**src/rtl/rls_pkg.sv**
```systemverilog
// Shared types and constants for the reset/lock sequencer.
// State codes match the CUR register encoding.
package rls_pkg;

  typedef enum logic [1:0] {
    S_IDLE   = 2'd0,
    S_ASSERT = 2'd1,
    S_WAIT   = 2'd2,
    S_NEXT   = 2'd3
  } state_t;

  localparam logic [2:0] A_START   = 3'd0;
  localparam logic [2:0] A_STATUS  = 3'd1;
  localparam logic [2:0] A_PULSE   = 3'd2;
  localparam logic [2:0] A_TIMEOUT = 3'd3;
  localparam logic [2:0] A_CTRL    = 3'd4;
  localparam logic [2:0] A_CUR     = 3'd5;

  localparam int CTRL_EN_DONE = 0;
  localparam int CTRL_EN_TO   = 1;
  localparam int CTRL_DONE    = 8;
  localparam int TO_LSB       = 16;

  localparam logic [31:0] PULSE_LEN_RST = 32'd16;
  localparam logic [31:0] TIMEOUT_RST   = 32'h0000_FFFF;

endpackage

```
**src/rtl/lock_debounce.sv**
```systemverilog
// Lock input synchroniser followed by a consecutive-high filter.
// locked rises only after STABLE_CYC unbroken high samples.
module lock_debounce #(
  parameter int SYNC_STAGES = 2,
  parameter int STABLE_CYC  = 8
) (
  input  logic clk,
  input  logic reset_n,
  input  logic lock_in,
  output logic locked
);

  localparam int SW = $clog2(STABLE_CYC + 1);

  logic [SYNC_STAGES-1:0] sync;
  logic [SW-1:0]          stable;
  logic                   lock_s;

  assign lock_s = sync[SYNC_STAGES-1];

  always_ff @(posedge clk or negedge reset_n) begin
    if (!reset_n) begin
      sync   <= '0;
      stable <= '0;
    end else begin
      sync <= SYNC_STAGES'({sync, lock_in});
      if (!lock_s)
        stable <= '0;
      else if (stable != SW'(STABLE_CYC))
        stable <= stable + SW'(1);
    end
  end

  assign locked = (stable == SW'(STABLE_CYC));

endmodule

```
**src/rtl/reset_lock_sequencer.sv**
```systemverilog
// Avalon-MM slave that pulses channel resets one at a time in index
// order and waits for each channel's debounced lock or a timeout.
module reset_lock_sequencer
  import rls_pkg::*;
#(
  parameter int N_CH        = 4,
  parameter int CNT_W       = 24,
  parameter int STABLE_CYC  = 8,
  parameter int SYNC_STAGES = 2
) (
  input  logic            clk,
  input  logic            reset_n,
  input  logic [2:0]      avs_address,
  input  logic            avs_write,
  input  logic [31:0]     avs_writedata,
  input  logic            avs_read,
  output logic [31:0]     avs_readdata,
  input  logic [N_CH-1:0] lock_in,
  output logic [N_CH-1:0] rst_out,
  output logic            busy,
  output logic            irq
);

  state_t state, state_d;

  logic [N_CH-1:0]  pending, rst_q, locked, to_sticky;
  logic [N_CH-1:0]  cur_oh, low_oh, clr_mask, set_mask, w1c_to;
  logic [4:0]       cur, low_idx;
  logic [CNT_W-1:0] pulse_len, timeout, cnt, wcnt, to_lat;
  logic             en_done, en_to, done_sticky;
  logic             go, to_wait, to_hit, fin, cur_locked;
  logic             wr_start, wr_status, wr_pulse, wr_to, wr_ctrl;
  logic [31:0]      rd_mux;
  logic             unused_wdata;

  assign unused_wdata = &{1'b0, avs_writedata};

  for (genvar i = 0; i < N_CH; i++) begin : g_db
    lock_debounce #(
      .SYNC_STAGES(SYNC_STAGES),
      .STABLE_CYC (STABLE_CYC)
    ) u_db (
      .clk    (clk),
      .reset_n(reset_n),
      .lock_in(lock_in[i]),
      .locked (locked[i])
    );
  end

  assign wr_start  = avs_write && (avs_address == A_START);
  assign wr_status = avs_write && (avs_address == A_STATUS);
  assign wr_pulse  = avs_write && (avs_address == A_PULSE);
  assign wr_to     = avs_write && (avs_address == A_TIMEOUT);
  assign wr_ctrl   = avs_write && (avs_address == A_CTRL);

  assign low_oh     = pending & (~pending + N_CH'(1));
  assign cur_locked = |(locked & cur_oh);

  always_comb begin
    low_idx = '0;
    for (int i = N_CH - 1; i >= 0; i--)
      if (pending[i]) low_idx = 5'(i);
  end

  always_comb begin
    state_d = state;
    go      = 1'b0;
    to_wait = 1'b0;
    to_hit  = 1'b0;
    fin     = 1'b0;
    unique case (state)
      S_IDLE: begin
        if (|pending) begin
          state_d = S_ASSERT;
          go      = 1'b1;
        end
      end
      S_ASSERT: begin
        if (cnt <= CNT_W'(1)) begin
          state_d = S_WAIT;
          to_wait = 1'b1;
        end
      end
      S_WAIT: begin
        // Lock has priority over a timeout landing on the same cycle.
        if (cur_locked) begin
          state_d = S_NEXT;
        end else if (to_lat != '0 && wcnt == to_lat) begin
          state_d = S_NEXT;
          to_hit  = 1'b1;
        end
      end
      S_NEXT: begin
        if (|pending) begin
          state_d = S_ASSERT;
          go      = 1'b1;
        end else begin
          state_d = S_IDLE;
          fin     = 1'b1;
        end
      end
      default: state_d = S_IDLE;
    endcase
  end

  always_ff @(posedge clk or negedge reset_n) begin
    if (!reset_n) state <= S_IDLE;
    else          state <= state_d;
  end

  assign clr_mask = go ? low_oh : '0;
  assign set_mask = wr_start ? avs_writedata[N_CH-1:0] : '0;
  assign w1c_to   = wr_status ? avs_writedata[TO_LSB +: N_CH] : '0;

  always_ff @(posedge clk or negedge reset_n) begin
    if (!reset_n) begin
      pending     <= '0;
      rst_q       <= '1;
      to_sticky   <= '0;
      done_sticky <= 1'b0;
      en_done     <= 1'b0;
      en_to       <= 1'b0;
      pulse_len   <= CNT_W'(PULSE_LEN_RST);
      timeout     <= CNT_W'(TIMEOUT_RST);
      cnt         <= '0;
      wcnt        <= '0;
      to_lat      <= '0;
      cur         <= '0;
      cur_oh      <= '0;
    end else begin
      if (wr_pulse) pulse_len <= avs_writedata[CNT_W-1:0];
      if (wr_to)    timeout   <= avs_writedata[CNT_W-1:0];
      if (wr_ctrl) begin
        en_done <= avs_writedata[CTRL_EN_DONE];
        en_to   <= avs_writedata[CTRL_EN_TO];
      end
      // A restart of the running channel must survive its own clear.
      pending <= (pending & ~clr_mask) | set_mask;
      if (go) begin
        cur    <= low_idx;
        cur_oh <= low_oh;
        rst_q  <= rst_q | low_oh;
        cnt    <= (pulse_len == '0) ? CNT_W'(1) : pulse_len;
      end else if (state == S_ASSERT && cnt > CNT_W'(1)) begin
        cnt <= cnt - CNT_W'(1);
      end
      if (to_wait) begin
        rst_q  <= rst_q & ~cur_oh;
        wcnt   <= CNT_W'(1);
        to_lat <= timeout;
      end else if (state == S_WAIT && wcnt != '1) begin
        wcnt <= wcnt + CNT_W'(1);
      end
      to_sticky   <= (to_sticky & ~w1c_to) | (to_hit ? cur_oh : '0);
      done_sticky <= (done_sticky &
                      ~(wr_ctrl & avs_writedata[CTRL_DONE])) | fin;
    end
  end

  always_comb begin
    rd_mux = '0;
    case (avs_address)
      A_STATUS: begin
        rd_mux[N_CH-1:0]        = locked;
        rd_mux[TO_LSB +: N_CH]  = to_sticky;
      end
      A_PULSE:   rd_mux = 32'(pulse_len);
      A_TIMEOUT: rd_mux = 32'(timeout);
      A_CTRL: begin
        rd_mux[CTRL_EN_DONE] = en_done;
        rd_mux[CTRL_EN_TO]   = en_to;
        rd_mux[CTRL_DONE]    = done_sticky;
      end
      A_CUR: begin
        rd_mux[4:0] = cur;
        rd_mux[9:8] = state;
      end
      default: rd_mux = '0;
    endcase
  end

  always_ff @(posedge clk or negedge reset_n) begin
    if (!reset_n) avs_readdata <= '0;
    else          avs_readdata <= avs_read ? rd_mux : '0;
  end

  assign rst_out = rst_q;
  assign busy    = (state != S_IDLE) || (|pending);
  assign irq     = (done_sticky & en_done) | ((|to_sticky) & en_to);

endmodule

```
**config.mk**
```make
export PLATFORM = sky130hd
export DESIGN_NAME = reset_lock_sequencer
export DESIGN_NICKNAME = d
export VERILOG_FILES = /design/src/rtl/rls_pkg.sv /design/src/rtl/lock_debounce.sv /design/src/rtl/reset_lock_sequencer.sv
export SDC_FILE = /design/constraint.sdc
export NUM_CORES = 1
export LEC_CHECK = 0
export CAP_MARGIN = 10
export CORE_MARGIN = 2
export CORE_UTILIZATION = 55
export CTS_BUF_LIST = sky130_fd_sc_hd__clkbuf_16
export CTS_CLUSTER_DIAMETER = 60
export DETAILED_ROUTE_END_ITERATION = 7
export PLACE_DENSITY = 0.82
export SLEW_MARGIN = 20
export SYNTH_ARGS = -nofsm -noshare
export SYNTH_HDL_FRONTEND = slang
export SYNTH_HIERARCHICAL = 1
export SYNTH_SLANG_ARGS = --single-unit
```
**constraint.sdc**
```tcl
create_clock -name clk -period 2.75 [get_ports clk]
set_input_delay 0.825 -clock clk [delete_from_list [all_inputs] [get_ports clk]]
set_output_delay 0.825 -clock clk [all_outputs]
set_load 0.1 [all_outputs]
```
==> impl_metrics.env <==
export IMPL_run_status="completed"
export IMPL_cts_buffers=17
export IMPL_yosysWarnings=6
export IMPL_antenna_found_initial=0
export IMPL_hpwl_um=14900
export IMPL_fin_crit_ns=2.56
export IMPL_postLayoutCellArea_mm2=0.0107
export IMPL_p_leak_nw=4.92
export IMPL_core_mm2=0.0164
export IMPL_initial_core_util=0.556
export IMPL_synth_area_mm2=0.00913
export IMPL_wl_um=20900
export IMPL_vias_per_cell=5.76
export IMPL_die_area_mm2=0.0176
export IMPL_routedWlPerCell_um=17.9
export IMPL_ant_nets=0
export IMPL_cts_root_buf="clkbuf_16"
export IMPL_cts_hold_buf=0
export IMPL_start_kind="flop"
export IMPL_path_clk_slew_ns=0.07
export IMPL_synth_edf_count=0
export IMPL_grt_usage=0.250
export IMPL_worstMarginPinSlew_ns=0.652
export IMPL_setup_violations_final=0
export IMPL_first_global_vias=6664
export IMPL_tritoncts="done"
export IMPL_drc=0
export IMPL_crit_required_ns=3.07
export IMPL_cts_sinks=191
export IMPL_async_reset_ff_frac=1.00
export IMPL_critPathKind="reg -> reg"
export IMPL_multi_input_area_mm2=0.00408
export IMPL_power_density_mw_per_mm2=853
export IMPL_whs_ns=0.353
export IMPL_cp_end_kind="flop"
export IMPL_vdd_ir_drop_worst_mv=0.907
export IMPL_syn_inst=864
export IMPL_post_layout_nonfiller_instances=1172
export IMPL_grt_overflow=0
export IMPL_ys_seq_area_frac=0.527
export IMPL_num_nets_final=999
export IMPL_fin_skew_ns=0.0107
export IMPL_pin_count=81
export IMPL_grt_max_degree=62
export IMPL_seqCellArea_mm2=0.00481
export IMPL_maxSlewViolCount=0
export IMPL_vias=6755
export IMPL_drive_above_1_share=0.187
export IMPL_slew_headroom=0.559
export IMPL_ys_ff_latch=191
export IMPL_port_buffers=64
export IMPL_fillers=1235
export IMPL_cts_buffer_depth=2
export IMPL_numPlacedInstances=1140
export IMPL_detailed_place_area_mm2=0.0101
export IMPL_syn_to_final_growth_pct=17.2
export IMPL_fp_dieW_um=133
export IMPL_dr_first_iter_drc_count=616
export IMPL_maxCapViolations=0
export IMPL_avgSynthCellArea_um2=10.6
export IMPL_tns_ns=0
export IMPL_synth_ff_type="dfrtp_1"
export IMPL_critPathArrivalTime_ns=2.87
export IMPL_diodes=0
export IMPL_post_cts_repair_setup_buffers=0
export IMPL_final_util=0.652
export IMPL_dr_pass1_iters=7
export IMPL_insertion_delay_ns=0.44
export IMPL_grt_pass1_wl_um=34400
export IMPL_h_tree_depth=4
export IMPL_rsz0062_at_grt="false"
export IMPL_finalHoldViolCount=0
export IMPL_synthDistinctLibCells=60
export IMPL_holdCritPathClass="reg -> reg"
export IMPL_cts_resized=0
export IMPL_die_h_um=133
export IMPL_fin_crit_sh=0.930
export IMPL_critical_path_max_fanout=15
export IMPL_place_congestion=0.901
export IMPL_placementRows=47
export IMPL_fmax_mhz=391
==> cell families after synthesis <==
kind of cell             count (synthesis)  share of synthesized area
other                                    1                   0.000411
flip-flops                             191                      0.527
AO/OA/AOI/OAI                           91                     0.0650
multiplexers                            80                     0.0960
XOR/XNOR                                71                     0.0681
adder cells (fa/ha/maj)                 17                     0.0233
AND/OR/NAND/NOR                        347                      0.190
buffers and inverters                   66                     0.0311
==> placed cells by master, fill, tap and decap left out, types with 10 or more instances in the layout <==
master,Yosys,routed
clkbuf_16,0,17
nand3_1,28,28
dfstp_2,21,21
xnor2_1,46,46
mux2_2,56,56
dfrtp_1,170,170
nor2b_1,11,11
nand2_1,127,127
o21ai_0,30,30
nor4_1,23,23
xor2_1,25,25
buf_4,8,49
inv_1,27,27
clkdlybuf4s50_1,0,32
nand4_1,13,13
mux2i_1,23,23
nor3_1,21,21
and2_1,10,10
ha_1,17,17
a21oi_1,16,16
nor2_1,68,68
==> cell type report <==
| cell class | instances | area share |
|---|---|---|
| Clock buffer | 17 | 0.0398 |
| Clock inverter | 15 | 0.0195 |
| Inverter | 27 | 0.00947 |
| Multi-Input combinational cell | 614 | 0.381 |
| Sequential cell | 191 | 0.449 |
| Tap cell | 220 | 0.0257 |
| Timing Repair Buffer | 88 | 0.0754 |
==> synthesized netlist by cell type, types with 4 or more instances <==
master,instances,area (um^2)
a22oi_1,7,52.6
nand3_1,28,140
buf_4,8,60.1
xor2_1,25,219
ha_1,17,213
o21ai_0,30,150
nand4_1,13,81.3
dfrtp_1,170,4250
and3_1,4,25.0
nor2_1,68,255
nor3b_1,5,37.5
mux2i_1,23,230
dfstp_2,21,552
nand3b_4,4,80.1
xnor2_1,46,403
a31oi_1,4,25.0
a22o_1,6,52.6
inv_1,27,101
and2_1,10,62.6
mux2_2,56,631
or3_1,7,43.8
nor2b_1,11,68.8
buf_1,4,15.0
or4_1,4,30.0
nand2b_1,7,43.8
nor3_1,21,105
a21oi_1,16,80.1
nand2_1,127,477
clkbuf_1,22,82.6
buf_2,5,25.0
nor4_1,23,144
==> worst paths after layout <==
path	to	cells past startpoint	start	slack (ns)
min	g_db[1].u_db/sync[1]	0	g_db[1].u_db/sync[0]	0.35
min in group asynchronous	g_db[2].u_db/stable[0]	1	reset_n	0.36
max in group asynchronous	timeout[11]	2	reset_n	1.60
max	state[1]	5	cnt[19]	0.19
max reg2reg	state[1]	5	cnt[19]	0.19
min reg2reg	g_db[1].u_db/sync[1]	0	g_db[1].u_db/sync[0]	0.35
==> report_power, final <==
| group | total, W | internal (W) | switching [W] |
|---|---|---|---|
| logic | 0.00250 | 0.00103 | 0.00147 |
| registers | 0.00401 | 0.00340 | 0.000607 |
| clock network | 0.00262 | 0.00153 | 0.00109 |
| total | 0.00913 | 0.00596 | 0.00316 |
==> per-stage QoR <==
stage | total power, W | worst slack [ns]
final | 0.00913 | 0.194
after global routing | 0.00960 | 0.122
after CTS | 0.00915 | 0.191
after detailed placement | 0.00650 | 0.210
after global placement | 0.00640 | 0.231
after floorplan | 0.00574 | 0.131
==> sequential cells by signal (all words and copies together) (netlist names), 4 cells and up <==
| signal | flops |
|---|---|
| avs_readdata | 24 |
| cnt | 24 |
| pulse_len | 24 |
| timeout | 24 |
| to_lat | 24 |
| wcnt | 24 |
| g_db.u_db/stable | 16 |
| g_db.u_db/sync | 8 |
| cur_oh | 4 |
| pending | 4 |
| rst_out | 4 |
| to_sticky | 4 |
==> critical path, cell delays in order, from the launching register on <==
cell     delay, ns
dfrtp_1       0.40
or3_4         0.41
or4_1         0.68
o21a_4        0.34
a221o_1       0.31
mux2_4        0.30
==> metal layers <==
metal,global-route usage,wire length [um]
met3,0.0483,954
met2,0.409,10300
met4,0.0920,517
met1,0.333,9180
met5,0,0
No activity file was read; power rests on OpenSTA's default activity.
